==> src/rtl/regfile_write_scheduler_if.sv <==
// Register-file write-port bundle: WB/MDU/LSU requesters, busy-issue, decode checks
// and the registered regfile write port.
interface regfile_write_scheduler_if;
  logic        wb_valid;
  logic [4:0]  wb_addr;
  logic [31:0] wb_data;
  logic        stall_wb;

  logic        mdu_valid;
  logic [4:0]  mdu_addr;
  logic [31:0] mdu_data;
  logic        mdu_ready;

  logic        lsu_valid;
  logic [4:0]  lsu_addr;
  logic [31:0] lsu_data;
  logic        lsu_ready;

  logic        iss_valid;
  logic [4:0]  iss_addr;
  logic [4:0]  chk_addr1;
  logic [4:0]  chk_addr2;
  logic        chk_busy1;
  logic        chk_busy2;

  logic        rf_wena;
  logic [4:0]  rf_waddr;
  logic [31:0] rf_wdata;

  modport master (
    output wb_valid, wb_addr, wb_data, mdu_valid, mdu_addr, mdu_data,
           lsu_valid, lsu_addr, lsu_data, iss_valid, iss_addr, chk_addr1, chk_addr2,
    input  stall_wb, mdu_ready, lsu_ready, chk_busy1, chk_busy2, rf_wena, rf_waddr, rf_wdata
  );

  modport slave (
    input  wb_valid, wb_addr, wb_data, mdu_valid, mdu_addr, mdu_data,
           lsu_valid, lsu_addr, lsu_data, iss_valid, iss_addr, chk_addr1, chk_addr2,
    output stall_wb, mdu_ready, lsu_ready, chk_busy1, chk_busy2, rf_wena, rf_waddr, rf_wdata
  );
endinterface

==> src/rtl/regfile_write_scheduler.sv <==
// Arbitrates the regfile's single write port between WB (priority), MDU and LSU,
// with starvation-driven WB stalls and a busy scoreboard for long-latency writes.
module regfile_write_scheduler #(
  parameter int unsigned STARVE_LIMIT = 4,
  parameter int unsigned CNT_W        = 4
) (
  input logic                       clk,
  input logic                       rst,
  regfile_write_scheduler_if.slave  bus
);

  localparam logic [CNT_W-1:0] Limit = CNT_W'(STARVE_LIMIT);

  typedef enum logic {RrMdu, RrLsu} rr_e;

  logic [CNT_W-1:0] cnt_q, cnt_d;
  rr_e              rr_q, rr_d;
  logic [31:0]      busy_q, busy_d;
  logic             rf_wena_q, rf_wena_d;
  logic [4:0]       rf_waddr_q, rf_waddr_d;
  logic [31:0]      rf_wdata_q, rf_wdata_d;

  logic        starve;
  logic        gnt_wb, gnt_mdu, gnt_lsu, gnt_sec;
  logic [4:0]  gnt_addr;
  logic [31:0] gnt_data;

  // Grant: WB unless starving; otherwise round-robin among the secondaries.
  always_comb begin
    starve  = (cnt_q == Limit);
    gnt_wb  = 1'b0;
    gnt_mdu = 1'b0;
    gnt_lsu = 1'b0;
    if (!rst) begin
      if (!starve && bus.wb_valid) begin
        gnt_wb = 1'b1;
      end else if (bus.mdu_valid && bus.lsu_valid) begin
        gnt_mdu = (rr_q == RrMdu);
        gnt_lsu = (rr_q == RrLsu);
      end else begin
        gnt_mdu = bus.mdu_valid;
        gnt_lsu = bus.lsu_valid;
      end
    end
    gnt_sec  = gnt_mdu | gnt_lsu;
    gnt_addr = '0;
    gnt_data = '0;
    if (gnt_wb) begin
      gnt_addr = bus.wb_addr;
      gnt_data = bus.wb_data;
    end else if (gnt_mdu) begin
      gnt_addr = bus.mdu_addr;
      gnt_data = bus.mdu_data;
    end else if (gnt_lsu) begin
      gnt_addr = bus.lsu_addr;
      gnt_data = bus.lsu_data;
    end
  end

  always_comb begin
    cnt_d = '0;
    if (!gnt_sec && (bus.mdu_valid || bus.lsu_valid)) begin
      cnt_d = starve ? cnt_q : cnt_q + 1'b1;
    end

    rr_d = rr_q;
    if (gnt_mdu) begin
      rr_d = RrLsu;
    end else if (gnt_lsu) begin
      rr_d = RrMdu;
    end

    // Clear first so a same-cycle issue to the same register keeps it busy.
    busy_d = busy_q;
    if (gnt_sec) begin
      busy_d[gnt_addr] = 1'b0;
    end
    if (bus.iss_valid && (bus.iss_addr != 5'd0)) begin
      busy_d[bus.iss_addr] = 1'b1;
    end

    rf_wena_d  = (gnt_wb || gnt_sec) && (gnt_addr != 5'd0);
    rf_waddr_d = rf_wena_d ? gnt_addr : 5'd0;
    rf_wdata_d = rf_wena_d ? gnt_data : 32'd0;
  end

  always_ff @(posedge clk or posedge rst) begin
    if (rst) begin
      cnt_q      <= '0;
      rr_q       <= RrMdu;
      busy_q     <= '0;
      rf_wena_q  <= 1'b0;
      rf_waddr_q <= '0;
      rf_wdata_q <= '0;
    end else begin
      cnt_q      <= cnt_d;
      rr_q       <= rr_d;
      busy_q     <= busy_d;
      rf_wena_q  <= rf_wena_d;
      rf_waddr_q <= rf_waddr_d;
      rf_wdata_q <= rf_wdata_d;
    end
  end

  assign bus.stall_wb  = !rst && starve;
  assign bus.mdu_ready = gnt_mdu;
  assign bus.lsu_ready = gnt_lsu;
  assign bus.chk_busy1 = !rst && (bus.chk_addr1 != 5'd0) && busy_q[bus.chk_addr1];
  assign bus.chk_busy2 = !rst && (bus.chk_addr2 != 5'd0) && busy_q[bus.chk_addr2];
  assign bus.rf_wena   = rf_wena_q;
  assign bus.rf_waddr  = rf_waddr_q;
  assign bus.rf_wdata  = rf_wdata_q;

endmodule

==> src/flat_wrapper.sv <==
// flat-port wrapper written by rule: the top's interface ports become plain ports
module regfile_write_scheduler_flat 
#(
  parameter int unsigned STARVE_LIMIT = 4,
  parameter int unsigned CNT_W        = 4
)
  (clk, rst, bus_wb_valid, bus_wb_addr, bus_wb_data, bus_mdu_valid, bus_mdu_addr, bus_mdu_data, bus_lsu_valid, bus_lsu_addr, bus_lsu_data, bus_iss_valid, bus_iss_addr, bus_chk_addr1, bus_chk_addr2, bus_stall_wb, bus_mdu_ready, bus_lsu_ready, bus_chk_busy1, bus_chk_busy2, bus_rf_wena, bus_rf_waddr, bus_rf_wdata);
  regfile_write_scheduler_if bus_i ();
  input logic clk;
  input logic rst;
  input wire logic [$bits(bus_i.wb_valid)-1:0] bus_wb_valid;
  input wire logic [$bits(bus_i.wb_addr)-1:0] bus_wb_addr;
  input wire logic [$bits(bus_i.wb_data)-1:0] bus_wb_data;
  input wire logic [$bits(bus_i.mdu_valid)-1:0] bus_mdu_valid;
  input wire logic [$bits(bus_i.mdu_addr)-1:0] bus_mdu_addr;
  input wire logic [$bits(bus_i.mdu_data)-1:0] bus_mdu_data;
  input wire logic [$bits(bus_i.lsu_valid)-1:0] bus_lsu_valid;
  input wire logic [$bits(bus_i.lsu_addr)-1:0] bus_lsu_addr;
  input wire logic [$bits(bus_i.lsu_data)-1:0] bus_lsu_data;
  input wire logic [$bits(bus_i.iss_valid)-1:0] bus_iss_valid;
  input wire logic [$bits(bus_i.iss_addr)-1:0] bus_iss_addr;
  input wire logic [$bits(bus_i.chk_addr1)-1:0] bus_chk_addr1;
  input wire logic [$bits(bus_i.chk_addr2)-1:0] bus_chk_addr2;
  output wire logic [$bits(bus_i.stall_wb)-1:0] bus_stall_wb;
  output wire logic [$bits(bus_i.mdu_ready)-1:0] bus_mdu_ready;
  output wire logic [$bits(bus_i.lsu_ready)-1:0] bus_lsu_ready;
  output wire logic [$bits(bus_i.chk_busy1)-1:0] bus_chk_busy1;
  output wire logic [$bits(bus_i.chk_busy2)-1:0] bus_chk_busy2;
  output wire logic [$bits(bus_i.rf_wena)-1:0] bus_rf_wena;
  output wire logic [$bits(bus_i.rf_waddr)-1:0] bus_rf_waddr;
  output wire logic [$bits(bus_i.rf_wdata)-1:0] bus_rf_wdata;
  assign bus_i.wb_valid = bus_wb_valid;
  assign bus_i.wb_addr = bus_wb_addr;
  assign bus_i.wb_data = bus_wb_data;
  assign bus_i.mdu_valid = bus_mdu_valid;
  assign bus_i.mdu_addr = bus_mdu_addr;
  assign bus_i.mdu_data = bus_mdu_data;
  assign bus_i.lsu_valid = bus_lsu_valid;
  assign bus_i.lsu_addr = bus_lsu_addr;
  assign bus_i.lsu_data = bus_lsu_data;
  assign bus_i.iss_valid = bus_iss_valid;
  assign bus_i.iss_addr = bus_iss_addr;
  assign bus_i.chk_addr1 = bus_chk_addr1;
  assign bus_i.chk_addr2 = bus_chk_addr2;
  assign bus_stall_wb = bus_i.stall_wb;
  assign bus_mdu_ready = bus_i.mdu_ready;
  assign bus_lsu_ready = bus_i.lsu_ready;
  assign bus_chk_busy1 = bus_i.chk_busy1;
  assign bus_chk_busy2 = bus_i.chk_busy2;
  assign bus_rf_wena = bus_i.rf_wena;
  assign bus_rf_waddr = bus_i.rf_waddr;
  assign bus_rf_wdata = bus_i.rf_wdata;
  regfile_write_scheduler #(.STARVE_LIMIT(STARVE_LIMIT), .CNT_W(CNT_W)) u_core (.clk(clk), .rst(rst), .bus(bus_i));
endmodule
==> config.mk <==
export PLATFORM = sky130hd
export DESIGN_NAME = regfile_write_scheduler_flat
export DESIGN_NICKNAME = d
export VERILOG_FILES = /design/src/rtl/regfile_write_scheduler_if.sv /design/src/rtl/regfile_write_scheduler.sv /design/src/flat_wrapper.sv
export SDC_FILE = /design/constraint.sdc
export NUM_CORES = 1
export LEC_CHECK = 0
export ABC_CLOCK_PERIOD_IN_PS = 3400
export BUFFER_PORTS_ARGS = -buffer_cell sky130_fd_sc_hd__buf_4
export CAP_MARGIN = 20
export CORE_MARGIN = 4
export CORE_UTILIZATION = 52
export DETAILED_ROUTE_END_ITERATION = 7
export PLACE_DENSITY_LB_ADDON = 0.3
export SETUP_SLACK_MARGIN = 0.05
export SLEW_MARGIN = 10
export SYNTH_ARGS = -nofsm -noshare
export SYNTH_HDL_FRONTEND = slang
export SYNTH_SLANG_ARGS = --single-unit
==> constraint.sdc <==
create_clock -name clk -period 3.4 [get_ports clk]
set_input_delay 0.17 -clock clk [delete_from_list [all_inputs] [get_ports clk]]
set_output_delay 0.17 -clock clk [all_outputs]
set_load 0.02 [all_outputs]
# After elaboration in Yosys (flattened, before gate mapping)
# Index checks and enable logic that the tools add are counted.
[totals]
reg_bits = 75
out_inout_bits = 43
in_bits = 132
word_cells = 72
[classes]
bitwise = 5
eq_ne = 2
mux = 30
n_addsub = 1
reduce_logical = 22
n_lt_le_gt_ge = 6
[ops]
columns = ["op", "count"]
rows = [
  ["2-to-1 mux 32 bit", 6],
  ["bitwise AND 32 bit", 1],
  ["inverter 32 bit", 1],
  ["OR 32 bit", 1],
  ["less-than comparator 5 x 6 -> 1 bit, second input constant", 4],
  ["2-to-1 mux 5 bit", 4],
  ["nonzero test 5 bit", 4],
  ["2-to-1 mux 1 bit", 14],
  ["logical AND 1 bit", 12],
  ["binary-select mux 1 bit (select 5 bit)", 2],
  ["demux 1 bit (select 5 bit)", 2],
  ["greater-or-equal comparator 5 x 1 -> 1 bit, second input constant", 2],
  ["2-to-1 mux 4 bit", 2],
  ["adder 4 x 1 -> 4 bit, second input constant", 1],
  ["== test 4 x 3 -> 1 bit, second input constant", 1],
  ["zero test 1 bit", 3],
  ["logical OR 1 bit", 2],
  ["!= test 2 bit, second input constant", 1],
  ["nonzero test 2 bit", 1],
  ["inverter 1 bit", 1],
  ["OR 1 bit", 1],
]

# Longest topological paths before layout
# Gate-level depths: netlist of the first run.
[logic_depth]
word_depth = 17
mapped_depth = 8
mapped_depth_nobuf = 7

# Worst setup path before layout of the first run
# Ideal clock, no wire load.
[synth_path]
path_kind = "input to register"
from = "input port rst"
to = "register u_core.busy_q[16]"
cell_stages = 5
setup_ns = 0.125
n_path_buf = 1
required_ns = 3.275
slack_ns = 0.333
t_arrival_ns = 2.942
cell_sequence = "clkbuf_1 -> inv_1 -> nand3_1 -> o31ai_1 -> nand2_1"
[synth_via]
elab_chain_cells = 13
elab_cells_between_ends = 17
classes_between = "order compare: 2; mux: 10; bitwise: 4; reduce/logical: 1"
[synth_lines]
columns = ["item", "line", "text"]
rows = [
  ["from (decl)", "flat_wrapper.sv:10", "input logic rst;"],
  ["2-to-1 mux 1 bit", "regfile_write_scheduler.sv:34", "if (!rst) begin"],
  ["2-to-1 mux 5 bit", "regfile_write_scheduler.sv:54", "end else if (gnt_lsu) begin"],
  ["2-to-1 mux 5 bit", "regfile_write_scheduler.sv:51", "end else if (gnt_mdu) begin"],
  ["2-to-1 mux 5 bit", "regfile_write_scheduler.sv:48", "if (gnt_wb) begin"],
  ["less-than comparator 5 x 6 -> 1 bit (implied by the code) or greater-or-equal comparator 5 x 1 -> 1 bit (tied branches)", "regfile_write_scheduler.sv:76", "busy_d[gnt_addr] = 1'b0;"],
  ["logical AND 1 bit (implied by the code)", "regfile_write_scheduler.sv:76", ""],
  ["2-to-1 mux 1 bit (implied by the code)", "regfile_write_scheduler.sv:76", ""],
  ["demux 1 bit (select 5 bit)", "--", ""],
  ["inverter 32 bit (no line)", "--", ""],
  ["bitwise AND 32 bit (no line)", "--", ""],
  ["2-to-1 mux 32 bit *", "regfile_write_scheduler.sv:75", "if (gnt_sec) begin"],
  ["OR 32 bit (no line)", "--", ""],
  ["2-to-1 mux 32 bit *", "regfile_write_scheduler.sv:78", "if (bus.iss_valid && (bus.iss_addr != 5'd0)) begin"],
  ["net u_core.busy_d[16]", "regfile_write_scheduler.sv:18", "logic [31:0] busy_q, busy_d;"],
  ["to (signal assigned)", "regfile_write_scheduler.sv:98", "busy_q <= busy_d;"],
  ["to (decl)", "regfile_write_scheduler.sv:18", ""],
]
# Mark *: on every way through the listed nets, which the timed path passes. The rest lies on a longest branch.
# A chain may end at the register's enable or synchronous reset.

# Worst setup path in the final report of the first run
[layout_path]
from = "register u_core.cnt_q[0]"
to = "register u_core.rf_wdata_q[20], in the netlist u_core.bus.rf_wdata[20]"
[layout_via]
elab_chain_cells = 11
elab_cells_between_ends = 20
classes_between = "eq/ne: 1; mux: 13; bitwise: 1; reduce/logical: 5"
[layout_lines]
columns = ["item", "line", "text"]
rows = [
  ["from (decl)", "regfile_write_scheduler.sv:16", "logic [CNT_W-1:0] cnt_q, cnt_d;"],
  ["from (signal assigned)", "regfile_write_scheduler.sv:96", "cnt_q <= cnt_d;"],
  ["== test 4 x 3 -> 1 bit *", "regfile_write_scheduler.sv:30", "starve = (cnt_q == Limit);"],
  ["zero test 1 bit *", "regfile_write_scheduler.sv:35", "if (!starve && bus.wb_valid) begin"],
  ["logical AND 1 bit *", "regfile_write_scheduler.sv:35", ""],
  ["2-to-1 mux 1 bit", "regfile_write_scheduler.sv:35", ""],
  ["2-to-1 mux 1 bit", "regfile_write_scheduler.sv:34", ""],
  ["2-to-1 mux 5 bit", "regfile_write_scheduler.sv:54", ""],
  ["2-to-1 mux 5 bit", "regfile_write_scheduler.sv:51", ""],
  ["2-to-1 mux 5 bit", "regfile_write_scheduler.sv:48", ""],
  ["nonzero test 5 bit", "regfile_write_scheduler.sv:82", "rf_wena_d = (gnt_wb || gnt_sec) && (gnt_addr != 5'd0);"],
  ["logical AND 1 bit", "regfile_write_scheduler.sv:82", ""],
  ["2-to-1 mux 32 bit *", "regfile_write_scheduler.sv:84", "rf_wdata_d = rf_wena_d ? gnt_data : 32'd0;"],
  ["net u_core.rf_wdata_d[20]", "regfile_write_scheduler.sv:21", "logic [31:0] rf_wdata_q, rf_wdata_d;"],
  ["to (signal assigned)", "regfile_write_scheduler.sv:101", "rf_wdata_q <= rf_wdata_d;"],
  ["to (decl)", "regfile_write_scheduler.sv:21", ""],
]
# Marks and branches as above.

==> results, run 1 <==
- The synthesized netlist cell count is 433.
- The global-route met3 utilization is 6.714%.
- Counting I/O delays and the setup requirement, the final critical path takes 2412 ps.
- Global routing finished with a remaining overflow of 0.
- The final number of max-transition violations is 0.
- The setup TNS is 0 ps.
- The achievable clock frequency is 414.5 MHz.
- During placement, the flow inserted port buffers numbering 174.
- Summed over its instances, the top area cell type makes up 44.05% of the synthesized netlist area.
- The post-route worst hold slack is 64.12 ps.
- The library cells used most frequently in the layout, excluding fill and tap cells, are sky130_fd_sc_hd__buf_4 (180), sky130_fd_sc_hd__dfrtp_1 (74), sky130_fd_sc_hd__nand2_1 (71).
- For this configuration, the core starts out at a cell density of 53.85%.
- For this run, the post-layout net count is 730.
- For this design, the slowest cell found on the critical path is sky130_fd_sc_hd__o41ai_4.
- The length of the first detailed-routing pass in iterations is 5.
- The area of the core region is 7807 um^2.
- Dividing the detail-routed via count by the number of cells gives 6.144.
- The count of final hold-check violations is 0.
- The worst path required time is 3630 ps.
- The worst pin sits at a relative slew slack of 26.32%.
- Dividing total power by cell area gives a power density of 529.5 nW/um^2.
- The worst hold path begins at bus_wb_addr[1].
- The buffer type at the clock tree root is sky130_fd_sc_hd__clkbuf_8.
- The post-synth design cell area is 4204 um^2.
- The number of antenna diodes in the final layout is 0.
- The kind of cell adding the most delay to the critical path is compound AO/OA/AOI/OAI gates.
- STA classifies the critical path startpoint as a flip-flop.
- Setup repair after global routing left no endpoint under its margin.
- The CTS tree is built.
- The multi-input combinational cells in the finished layout cover a total of 2187 um^2.
- The total placed instance area is 5544 um^2.
- The critical path goes through inv_1, ha_1, nand3b_4, and2_1, o41ai_4, o31a_4, nor3_1.
- The number of nets in the synthesized netlist is 567.
- In the global route stage, met2 resource usage came out at 47.12%.
- The first-iteration detailed-routing DRC count is 398.
- For this run, the register share of the synthesized area comes to 44.05%.
- From left edge to right edge, the die measures 97.92 um.
- Detailed placement finished with a half-perimeter wire length of 10.27 mm.
- The maximum fanout along the worst path is 33.
- After global routing, the most crowded layer is met2.
- On the final layout, the worst clock skew is 12.14 ps.
- After filler insertion, the fill cell instance count of the layout stands at 532.
- The type of the worst setup path is reg2reg.
- The worst hold path belongs to the class in2reg.
- The overall routing resource usage is 27.90%.
- The critical path capture point type is a flip-flop.
- The clock-pin slew on the worst setup and hold paths is 90 ps.
- In this run, synthesis inferred 0 flip-flops with an integrated enable.
- The arrival time at the worst endpoint is 2640 ps.
- The Yosys warning count is 0.
- In the post-synthesis netlist, the biggest area contributors are sky130_fd_sc_hd__dfrtp_1 (44%), sky130_fd_sc_hd__mux4_2 (7.5%), sky130_fd_sc_hd__a221oi_1 (7.1%).
- For this design the static power due to leakage is 2.682 nW.
- The leading area contributor after synthesis is sky130_fd_sc_hd__dfrtp_1.
- The post-route DRC violation count is 0.
- The initial antenna violation count is 0.
- The wire length per cell after detailed routing is 19.10 um.
- The slew at the pin with the worst max-slew slack is 1103 ps.
- In this run, distinct cell masters in the synthesized netlist total 47.
- The count of buffers added by post-CTS timing repair for setup is 0.
- The clock sink total is 74.
- In this run, synthesis produced a sequential element count of 74.
- From synthesis to final layout, the design area changed by 37.38%.
- The tool flagged a number of max-cap violations equal to 0.
- The critical path startpoint is u_core.cnt_q[0].
- The most frequent standard cell in the layout excluding fill and tap cells is sky130_fd_sc_hd__buf_4.
- The longest individual stage delay on the worst path is 450 ps.
- Entering global routing, the biggest net connects 43 pins.
- In this run the deepest clock path goes through 2 buffers.
- The detail route stage leaves a number of antenna-violating nets equal to 0.
- The final standard cell utilization of the core is 73.97%.
- The global-route wire length before repair is 21.56 mm.
- The die footprint is 9587 um^2.
- The chip height is 97.92 um.
- The level count of the clock H-tree is 3.
- The number of global-route vias before repair is 4316.
- Counting the buffers created by CTS gives 9.
- Setup violations remaining at the end of the flow were counted as 0.
- The most common flop cell mapped by yosys is sky130_fd_sc_hd__dfrtp_1.
- Across the VDD grid, the largest voltage drop is 0.3176 mV.
- The startpoint of the worst-slack reg-to-reg timing path is u_core.cnt_q[0].
- The proportion of synthesized flip-flops having asynchronous set or reset is 100.0%.
- The run finished with clean final reports.
- The total power draw is 0.003058 W.
- Of the cells placed in the final design, the portion with a size suffix greater than 1 is 37.10%.
- The routed wire length is 13.43 mm.
- The placer's final routability congestion estimate is 0.9401.
- Global routing consumed, on the met1 layer, 35.97% of the routing resources.
- The routed via count is 4319.
- The finished cells cover 5776 um^2.
- For the worst-skew pair, the clock arrives at the later sink with an insertion delay of 350 ps.
- Each instance of the synthesized netlist takes up on average 9.709 um^2.
- The area taken by flip-flops and latches is 1852 um^2.
- The worst path uses 70.95% of the clock period.
- The I/O pin count is 175.
- Counting both buffers and inverters, the worst setup path holds a total of 1.
- In this run the core area contains 32 standard-cell rows.
## power breakdown
group	internal, W	switching (W)	total [W]
logic	0.000521	0.000606	0.00113
clock network	0.000352	0.000363	0.000715
registers	0.00108	0.000136	0.00122
total	0.00195	0.00110	0.00306
## sequential cells by signal (all words and copies together), names as in the netlist
register and count:
u_core.bus.rf_wdata 32, u_core.bus.rf_wena 1, u_core.bus.rf_waddr 5, u_core.rr_q 1, u_core.busy_q 31, u_core.cnt_q 4
## repair_timing
item | 4_1_cts | 5_1_grt
gates resized for setup | 0 | 0
endpoints found under the hold margin | 11 | 0
hold buffers | 1 | 0
## cells in the mapped netlist (4+ instances only)
| cell type | instances |
|---|---|
| sky130_fd_sc_hd__dfrtp_1 | 74 |
| sky130_fd_sc_hd__nand2_1 | 71 |
| sky130_fd_sc_hd__nor2_1 | 47 |
| sky130_fd_sc_hd__nor3_1 | 39 |
| sky130_fd_sc_hd__a221oi_1 | 34 |
| sky130_fd_sc_hd__o31ai_1 | 26 |
| sky130_fd_sc_hd__clkbuf_1 | 17 |
| sky130_fd_sc_hd__mux4_2 | 14 |
| sky130_fd_sc_hd__nand3_1 | 9 |
| sky130_fd_sc_hd__a21oi_1 | 7 |
| sky130_fd_sc_hd__inv_1 | 7 |
| sky130_fd_sc_hd__nor3b_1 | 7 |
| sky130_fd_sc_hd__o21ai_0 | 7 |
| sky130_fd_sc_hd__buf_2 | 6 |
| sky130_fd_sc_hd__a32oi_1 | 5 |
| sky130_fd_sc_hd__and2_1 | 4 |
| sky130_fd_sc_hd__and3b_1 | 4 |
| sky130_fd_sc_hd__mux2_2 | 4 |
## final timing paths
path                       slack (ps)  cells after the start                       to
setup / recovery                  990                      7  u_core.bus.rf_wdata[20]
hold / removal                     60                      3   u_core.bus.rf_waddr[1]
setup reg to reg                  990                      7  u_core.bus.rf_wdata[20]
hold reg to reg                   530                      2         u_core.busy_q[4]
max in group asynchronous        2120                      4        u_core.busy_q[12]
min in group asynchronous         470                      3   u_core.bus.rf_wdata[9]
## final cells by class
type,instances,area share (%)
Clock buffer,9,2.145
Clock inverter,7,1.430
Inverter,7,0.4549
Multi-Input combinational cell,322,37.87
Sequential cell,74,32.06
Tap cell,102,2.210
Timing Repair Buffer,182,23.83
## per-layer routing
metal | wire length (um) | up-vias
li1 | - | 1970
met1 | 5053 | 2034
met2 | 6747 | 278
met3 | 1364 | 37
met4 | 261 | 0
met5 | 0 | -
## worst min-delay path, cell delays in order
cell	delay [ps]
sky130_fd_sc_hd__buf_4	110
sky130_fd_sc_hd__nand2_1	50
sky130_fd_sc_hd__a21oi_1	50
## stage by stage
stage	setup slack (ps)	cells
finish	987.6	703
global route	789.1	703
CTS	656.7	702
detailed placement	1009	685
global placement	1136	685
floorplan	332.8	433
## cells by family after synthesis
group                    Yosys count  share of synthesized area [%]
XOR/XNOR                           1                         0.2084
adder cells (fa/ha/maj)            2                         0.5951
multiplexers                      20                          9.048
AND/OR/NAND/NOR                  198                          22.17
buffers and inverters             37                          4.107
AO/OA/AOI/OAI                    101                          19.82
flip-flops                        74                          44.05
No activity file was read; power rests on OpenSTA's default activity.
==> run 2, diff against run 1 <==
- ABC_CLOCK_PERIOD_IN_PS: 3400 -> 2400
- CORE_UTILIZATION: 52 -> 49
- clock period: 3.4 -> 2.4 ns (I/O delays scaled with it)
==> run 2 against run 1 <==
Cell count increased by 1.1%. Worst setup slack worse by 830 ps. Hold slack got worse by 47 ps. Clock-buffer cell count increased by 2. Combinational power grew 48%. Die area rose by 5.6%. Design area up 1.6%. Fmax rose by 7.4%. Clock skew about the same. Global-route usage rose by 0.17 points. Register-to-register slack got worse by 830 ps.
==> results, run 2 (synthesis results as in run 1) <==
- The run finished with clean final reports.
- The effective utilization at floorplan is 50.66% (-3.2 points).
- Leaving out fill and tap cells, the most frequent cell in the layout is sky130_fd_sc_hd__buf_4.
- The clock sink total is 74 (unchanged).
- The number of cells traversed by the worst hold path is 3 (unchanged).
- The area taken by flip-flops and latches was 1852 um^2 (unchanged).
- The clock-pin slew on the worst setup and hold paths is 90 ps (about the same).
- The maximum fanout along the worst path is 16 (-52%).
- The post-route worst hold slack is 16.86 ps (-47.26 ps).
- The HPWL after detailed placement is 10.46 mm (+1.8%).
- The cell depth of the worst flop-to-flop path is 5 (-2).
- The final critical delay including setup and external delays is 2247 ps (-165.6 ps).
- The level count of the clock H-tree is 3 (unchanged).
- The global-route wire length before repair is 22.52 mm (+4.5%).
- The total global routing overflow is 0 (unchanged).
- The antenna violation net count after detailed routing is 0 (unchanged).
- The final count of negative-setup-slack endpoints is 0 (unchanged).
- The chip height came to 100.6 um (+2.8%).
- The maximum number of pins on one net before global-route repair is 43 (unchanged).
- The arrival time at the worst endpoint is 2470 ps (-170 ps).
- The headroom to the max-slew limit is 52.04% (+26 points).
- The slew at the pin with the worst max-slew slack is 716.7 ps (-386.1 ps).
- The clock latency on the worst-skew pair is 350 ps (about the same).
- The number of flip-flops under the largest register name is 32 (unchanged).
- The tightest min-delay check is of the in2reg type.
- Tracing the worst setup path back leads to its startpoint at u_core.rr_q.
- The number of diodes added for antenna fixing is 0 (unchanged).
- The number of nets in the final layout was 735 (+0.68%).
- The overall routing resource usage is 28.07% (+0.17 points).
- The largest clock skew in the final design is 12.40 ps (+0.2629 ps).
- The cell area power density is 733.8 nW/um^2 (+39%).
- The startpoint of the worst-slack reg-to-reg timing path is u_core.rr_q.
- The placer's final routability congestion estimate came to 0.9661 (+2.8%).
- The static leakage came to 2.710 nW (+1.1%).
- The maximum buffer depth of the clock tree is 2 (unchanged).
- The origin of the worst min-delay path is bus_wb_addr[1].
- The length of the first detailed-routing pass in iterations was 5 (unchanged).
- The achievable clock frequency came to 445.1 MHz (+7.4%).
- The area growth from synthesis to layout is 39.55%.
- The count of final hold-check violations was 0 (unchanged).
- The combined area of the multi-input logic cells came to 2285 um^2 (+4.5%).
- The setup TNS was 0 ps (unchanged).
- The worst-path cell with the longest stage delay is sky130_fd_sc_hd__o41ai_4.
- The area of the core region came to 8299 um^2 (+6.3%).
- Setup repair after global routing could not meet its margin everywhere.
- The initial antenna violation count is 0 (unchanged).
- The tree is rooted in a sky130_fd_sc_hd__clkbuf_8.
- The post-route worst setup slack is 153.1 ps (-834.4 ps).
- The routed wire length is 14.76 mm (+9.9%).
- The post-route DRC violation count is 0 (unchanged).
- STA classifies the critical path endpoint as a flip-flop.
- The type of element launching the critical path is a flip-flop.
- The number of rows created at floorplan is 33 (+3.1%).
- Among cell families on the critical path, the largest total delay comes from compound AO/OA/AOI/OAI gates.
- The number of violations of the max-capacitance limit is 0 (unchanged).
- The post-placement setup slack is 112.2 ps (-897.3 ps).
- The number of logic stages on the critical path including buffering is 5 (-2).
- The number of vias per cell after detailed routing was 6.321 (+2.9%).
- The routed via count came to 4494 (+4.1%).
- The fill cell instance count of the final layout is 638 (+20%).
- By startpoint and endpoint, the worst setup path is classified as reg2reg.
- The number of global-route vias before repair is 4586 (+6.3%).
- The count of buffers added by post-CTS timing repair for setup is 0 (unchanged).
- The number of buffers added on ports is 174 (unchanged).
- The longest individual stage delay on the worst path was 550 ps (+100 ps).
- The number of CTS-inserted buffers is 9 (unchanged).
- The maximum ir drop on the vdd rail came to 0.4205 mV (+32%).
- The wire length per cell after detailed routing is 20.76 um (+8.7%).
- The period utilization is 93.62% (+23 points).
- Walking the worst path, the cells encountered are nand2b_2, a32o_2, o41ai_4, o31a_4, nor3_1.
- The worst path required time was 2620 ps (-1010 ps).
- The die width came to 100.6 um (+2.8%).
- The final number of max-transition violations is 0 (unchanged).
- The die footprint is 10130 um^2 (+5.6%).
- The library cells used most frequently in the layout, excluding fill and tap cells, are sky130_fd_sc_hd__buf_4 (185), sky130_fd_sc_hd__dfrtp_1 (74), sky130_fd_sc_hd__nand2_1 (71).
- The number of buffer and inverter instances along the worst setup path is 0 (-1).
- The fraction of final layout cells sized beyond drive strength 1 is 39.27% (+2.2 points).
- The final standard cell utilization of the core is 70.69% (-3.3 points).
- The area of all placed cells without fillers was 5867 um^2 (+1.6%).
- The CTS tree is built.
- The first-iteration detailed-routing DRC count is 445 (+12%).
- The total placed instance area came to 5613 um^2 (+1.2%).
- The I/O pin count is 175 (unchanged).
run 2: cell types whose count changed in the layout (fill, tap and decap cells not counted), sizes merged:
cell	change
o31a	+2
bufinv	-1
buf	+4
clkinv	+3
inv	-4
dlygate4sd3	-1
clkbuf	+2
run 2: cell type report:
type | instances | share of cell area, %
Sequential cell | 74 | 31.56
Clock buffer | 11 | 2.410
Multi-Input combinational cell | 324 | 38.94
Clock inverter | 5 | 0.6611
Tap cell | 105 | 2.239
Timing Repair Buffer | 185 | 23.67
Inverter | 7 | 0.5118
run 2: metrics by stage:
| step | cells | power [W] |
|---|---|---|
| 2_1_floorplan | 433 | 0.002698 |
| 3_3_place_gp | 693 | 0.003286 |
| 3_5_place_dp | 693 | 0.003356 |
| 4_1_cts | 709 | 0.004247 |
| 5_1_grt | 711 | 0.004518 |
| 6_report | 711 | 0.004305 |
run 2: worst reg2reg max path: stages (launching register included):
cell and delay [ps]:
sky130_fd_sc_hd__dfrtp_1 420, sky130_fd_sc_hd__nand2b_2 280, sky130_fd_sc_hd__a32o_2 400, sky130_fd_sc_hd__o41ai_4 550, sky130_fd_sc_hd__o31a_4 380, sky130_fd_sc_hd__nor3_1 90
run 2: path summary, 6_finish.rpt:
path                                      endpoint  slack, ps
min                         u_core.bus.rf_waddr[1]         20
max reg2reg                 u_core.bus.rf_wdata[3]        150
min reg2reg                      u_core.busy_q[29]        530
max in group asynchronous        u_core.busy_q[11]       1870
min in group asynchronous  u_core.bus.rf_wdata[12]        100
max                         u_core.bus.rf_wdata[3]        150
run 2: metal layers:
metal,track usage (%),wire length (um),vias up
met1,35.64,5407,2137
met2,45.87,7300,325
met3,7.336,1632,47
met5,0,0,-
li1,-,-,1985
met4,10.98,423,0
run 2: repair_timing:
action                                  4_1_cts  5_1_grt
endpoints found under the setup margin        0       54
hold buffers                                  0        0
resized for setup                             0       10
run 2: power by group:
group          internal (W)  switching, W  total [W]
combinational      0.000763      0.000911    0.00167
sequential          0.00153      0.000198    0.00173
clock              0.000410      0.000491   0.000900
total               0.00271       0.00160    0.00431
==> run 3, diff against run 2 <==
- SETUP_SLACK_MARGIN: 0.05 -> 0.3
==> run 3 against run 2 <==
Sequential power barely moved. First-iteration DRC count shrank 13%. Clock power up 16%. Largest cell class unchanged. Sequential share of layout area down 1.7 points. Power is 7.7% higher. Non-clock buffer count up 20. Via count up 0.27%. Critical path type unchanged.
==> results, run 3 (synthesis results as in run 1) <==
- The run finished with clean final reports.
- The chip height is 100.6 um (unchanged).
- The period utilization is 85.69% (-7.9 points).
- The number of diodes added for antenna fixing is 0 (unchanged).
- The clock latency on the worst-skew pair is 370 ps (+20 ps).
- The total placed instance area came to 5650 um^2 (+0.67%).
- The length of the first detailed-routing pass in iterations came to 5 (unchanged).
- In this run the worst hold path is classified as in2reg.
- The number of global-route vias before repair is 4521 (-1.4%).
- The routed wire length is 14.82 mm (+0.41%).
- The first-iteration detailed-routing DRC count came to 385 (-13%).
- The setup TNS is 0 ps (unchanged).
- The effective utilization at floorplan is 50.66% (unchanged).
- The antenna violation net count after detailed routing is 0 (unchanged).
- The largest clock skew in the final design is 18.75 ps (+6.347 ps).
- The achievable clock frequency is 486.3 MHz (+9.3%).
- The arrival time at the worst endpoint came to 2290 ps (-180 ps).
- The final count of negative-setup-slack endpoints is 0 (unchanged).
- The number of cells traversed by the worst hold path was 3 (unchanged).
- The die width was 100.6 um (unchanged).
- The HPWL after detailed placement came to 10.84 mm (+3.6%).
- The clock sink total is 74 (unchanged).
- The number of flip-flops under the largest register name is 32 (unchanged).
- The maximum ir drop on the vdd rail was 0.4573 mV (+8.7%).
- The number of buffers added on ports is 174 (unchanged).
- The final critical delay including setup and external delays was 2057 ps (-190.4 ps).
- The routed via count is 4506 (+0.27%).
- The area of all placed cells without fillers was 6197 um^2 (+5.6%).
- Relative to the synthesized area, the layout overhead comes to 47.41%.
- The I/O pin count is 175 (unchanged).
- The fraction of final layout cells sized beyond drive strength 1 is 44.18% (+4.9 points).
- The origin of the worst min-delay path is bus_wb_addr[1].
- The instance count after placement with tap cells included came to 698 (+0.72%).
- The maximum buffer depth of the clock tree is 2 (unchanged).
- The die footprint is 10130 um^2 (unchanged).
- For hold timing, the worst endpoint is u_core.bus.rf_waddr[1].
- The headroom to the max-slew limit was 55.72% (+3.7 points).
- The maximum number of pins on one net before global-route repair is 34 (-21%).
- The library cell used most frequently in the layout, excluding fill and tap cells, is sky130_fd_sc_hd__buf_4.
- The post-route DRC violation count was 0 (unchanged).
- The overall routing resource usage is 28.22% (+0.15 points).
- The final number of max-transition violations was 0 (unchanged).
- The static leakage is 2.855 nW (+5.4%).
- The number of nets in the final layout is 756 (+2.9%).
- The number of CTS-inserted buffers is 9 (unchanged).
- The number of rows created at floorplan is 33 (unchanged).
- The area of the core region is 8299 um^2 (unchanged).
- The slew at the pin with the worst max-slew slack is 661.7 ps (-55.02 ps).
- The final standard cell utilization of the core came to 74.67% (+4.0 points).
- The number of violations of the max-capacitance limit is 0 (unchanged).
- The buffer type at the clock tree root is sky130_fd_sc_hd__clkbuf_8.
- The level count of the clock H-tree is 3 (unchanged).
- The maximum fanout along the worst path came to 8 (-8).
- The wire length per cell after detailed routing is 20.25 um (-2.5%).
- The global-route wire length before repair came to 22.51 mm (about the same).
- By startpoint and endpoint, the worst setup path is classified as reg2reg.
- The endpoint identified for the worst register-to-register timing path is u_core.busy_q[24].
- The worst setup slack for register-to-register paths is 340 ps (+190 ps).
- The placer's final routability congestion estimate is 0.8856 (-8.3%).
- The count of final hold-check violations was 0 (unchanged).
- The cell area power density is 748.4 nW/um^2 (+2.0%).
- The initial antenna violation count is 0 (unchanged).
- The startpoint of the worst-slack reg-to-reg timing path is u_core.cnt_q[1].
- The fill cell instance count of the final layout is 594 (-6.9%).
- Leaving out fill and tap cells, the most frequent cells in the layout are sky130_fd_sc_hd__buf_4 (204), sky130_fd_sc_hd__dfrtp_1 (74), sky130_fd_sc_hd__nand2_1 (70).
- The worst setup path is captured at a flip-flop.
- The clock-pin slew on the worst setup and hold paths is 90 ps (about the same).
- The non-filler instance count after layout is 732 (+3.0%).
- The cell depth of the worst flop-to-flop path is 7 (+2).
- The type of element launching the critical path is a flip-flop.
- The worst path required time came to 2630 ps (about the same).
- Setup repair after global routing could not meet its margin everywhere.
- The total global routing overflow is 0 (unchanged).
- TritonCTS built the clock tree.
- The number of vias per cell after detailed routing is 6.156 (-2.6%).
run 3: changes by cell type in the layout (fill, tap and decap cells not counted), sizes merged:
cell,previous run,this run
bufinv,0,1
buf,185,204
o31a,3,4
clkinv,3,2
clkbuf,11,10
inv,7,8
dlygate4sd3,0,1
run 3: what timing repair did:
item	CTS	global route
cloned	2	1
pin swaps	2	13
hold endpoints to repair	9	0
hold buffers	1	0
endpoints found under the setup margin	56	64
resized for setup	7	32
buffers inserted	1	13
run 3: worst max path at each step:
stage | from | endpoint | slack, ps | cells after the start
floorplan | rst | u_core.busy_q[13] | 60 | 6
global placement | u_core.cnt_q[0] | u_core.bus.rf_wdata[17] | 210 | 7
detailed placement | u_core.cnt_q[0] | u_core.bus.rf_wdata[3] | 70 | 7
CTS | u_core.cnt_q[0] | bus_mdu_ready | 280 | 7
global route | u_core.busy_q[4] | bus_chk_busy2 | 240 | 6
finish | u_core.cnt_q[1] | u_core.busy_q[24] | 340 | 7
run 3: cell type report:
| cell class | count | area, um^2 | share of cell area [%] |
|---|---|---|---|
| multi-input cells | 325 | 2432 | 39.25 |
| inverters | 7 | 30.03 | 0.4846 |
| clock inverters | 6 | 72.57 | 1.171 |
| flip-flops and latches | 74 | 1852 | 29.88 |
| clock buffers | 10 | 137.6 | 2.221 |
| well taps | 105 | 131.4 | 2.120 |
| repair buffers | 205 | 1541 | 24.87 |
run 3: critical path, cell delays in order, from the launching register on:
cell and delay (ps):
sky130_fd_sc_hd__dfrtp_1 430, sky130_fd_sc_hd__inv_2 100, sky130_fd_sc_hd__ha_4 160, sky130_fd_sc_hd__nand3b_4 120, sky130_fd_sc_hd__and2_4 180, sky130_fd_sc_hd__o41a_1 560, sky130_fd_sc_hd__o31ai_1 290, sky130_fd_sc_hd__nand2_1 80
run 3: layer usage:
| metal | global-route usage [%] | wire [um] | share of wire (%) |
|---|---|---|---|
| met5 | 0 | 0 | 0 |
| met1 | 36.57 | 5779 | 39 |
| met4 | 9.948 | 403 | 2.7 |
| met2 | 46.18 | 7347 | 50 |
| met3 | 6.920 | 1292 | 8.7 |
run 3: stage by stage:
stage	total power (W)	hold slack, ps	setup WS (ps)
floorplan	0.002696	250.7	55.41
global placement	0.003287	211.8	210.6
detailed placement	0.003368	213.4	68.61
CTS	0.004428	9.594	275.7
global route	0.004857	25.08	243.8
finish	0.004638	20.39	343.5
run 3: where the power goes:
part / internal, W / switching [W]
registers: 0.00153 / 0.000224
clock network: 0.000520 / 0.000521
logic: 0.000887 / 0.000955
total: 0.00294 / 0.00170
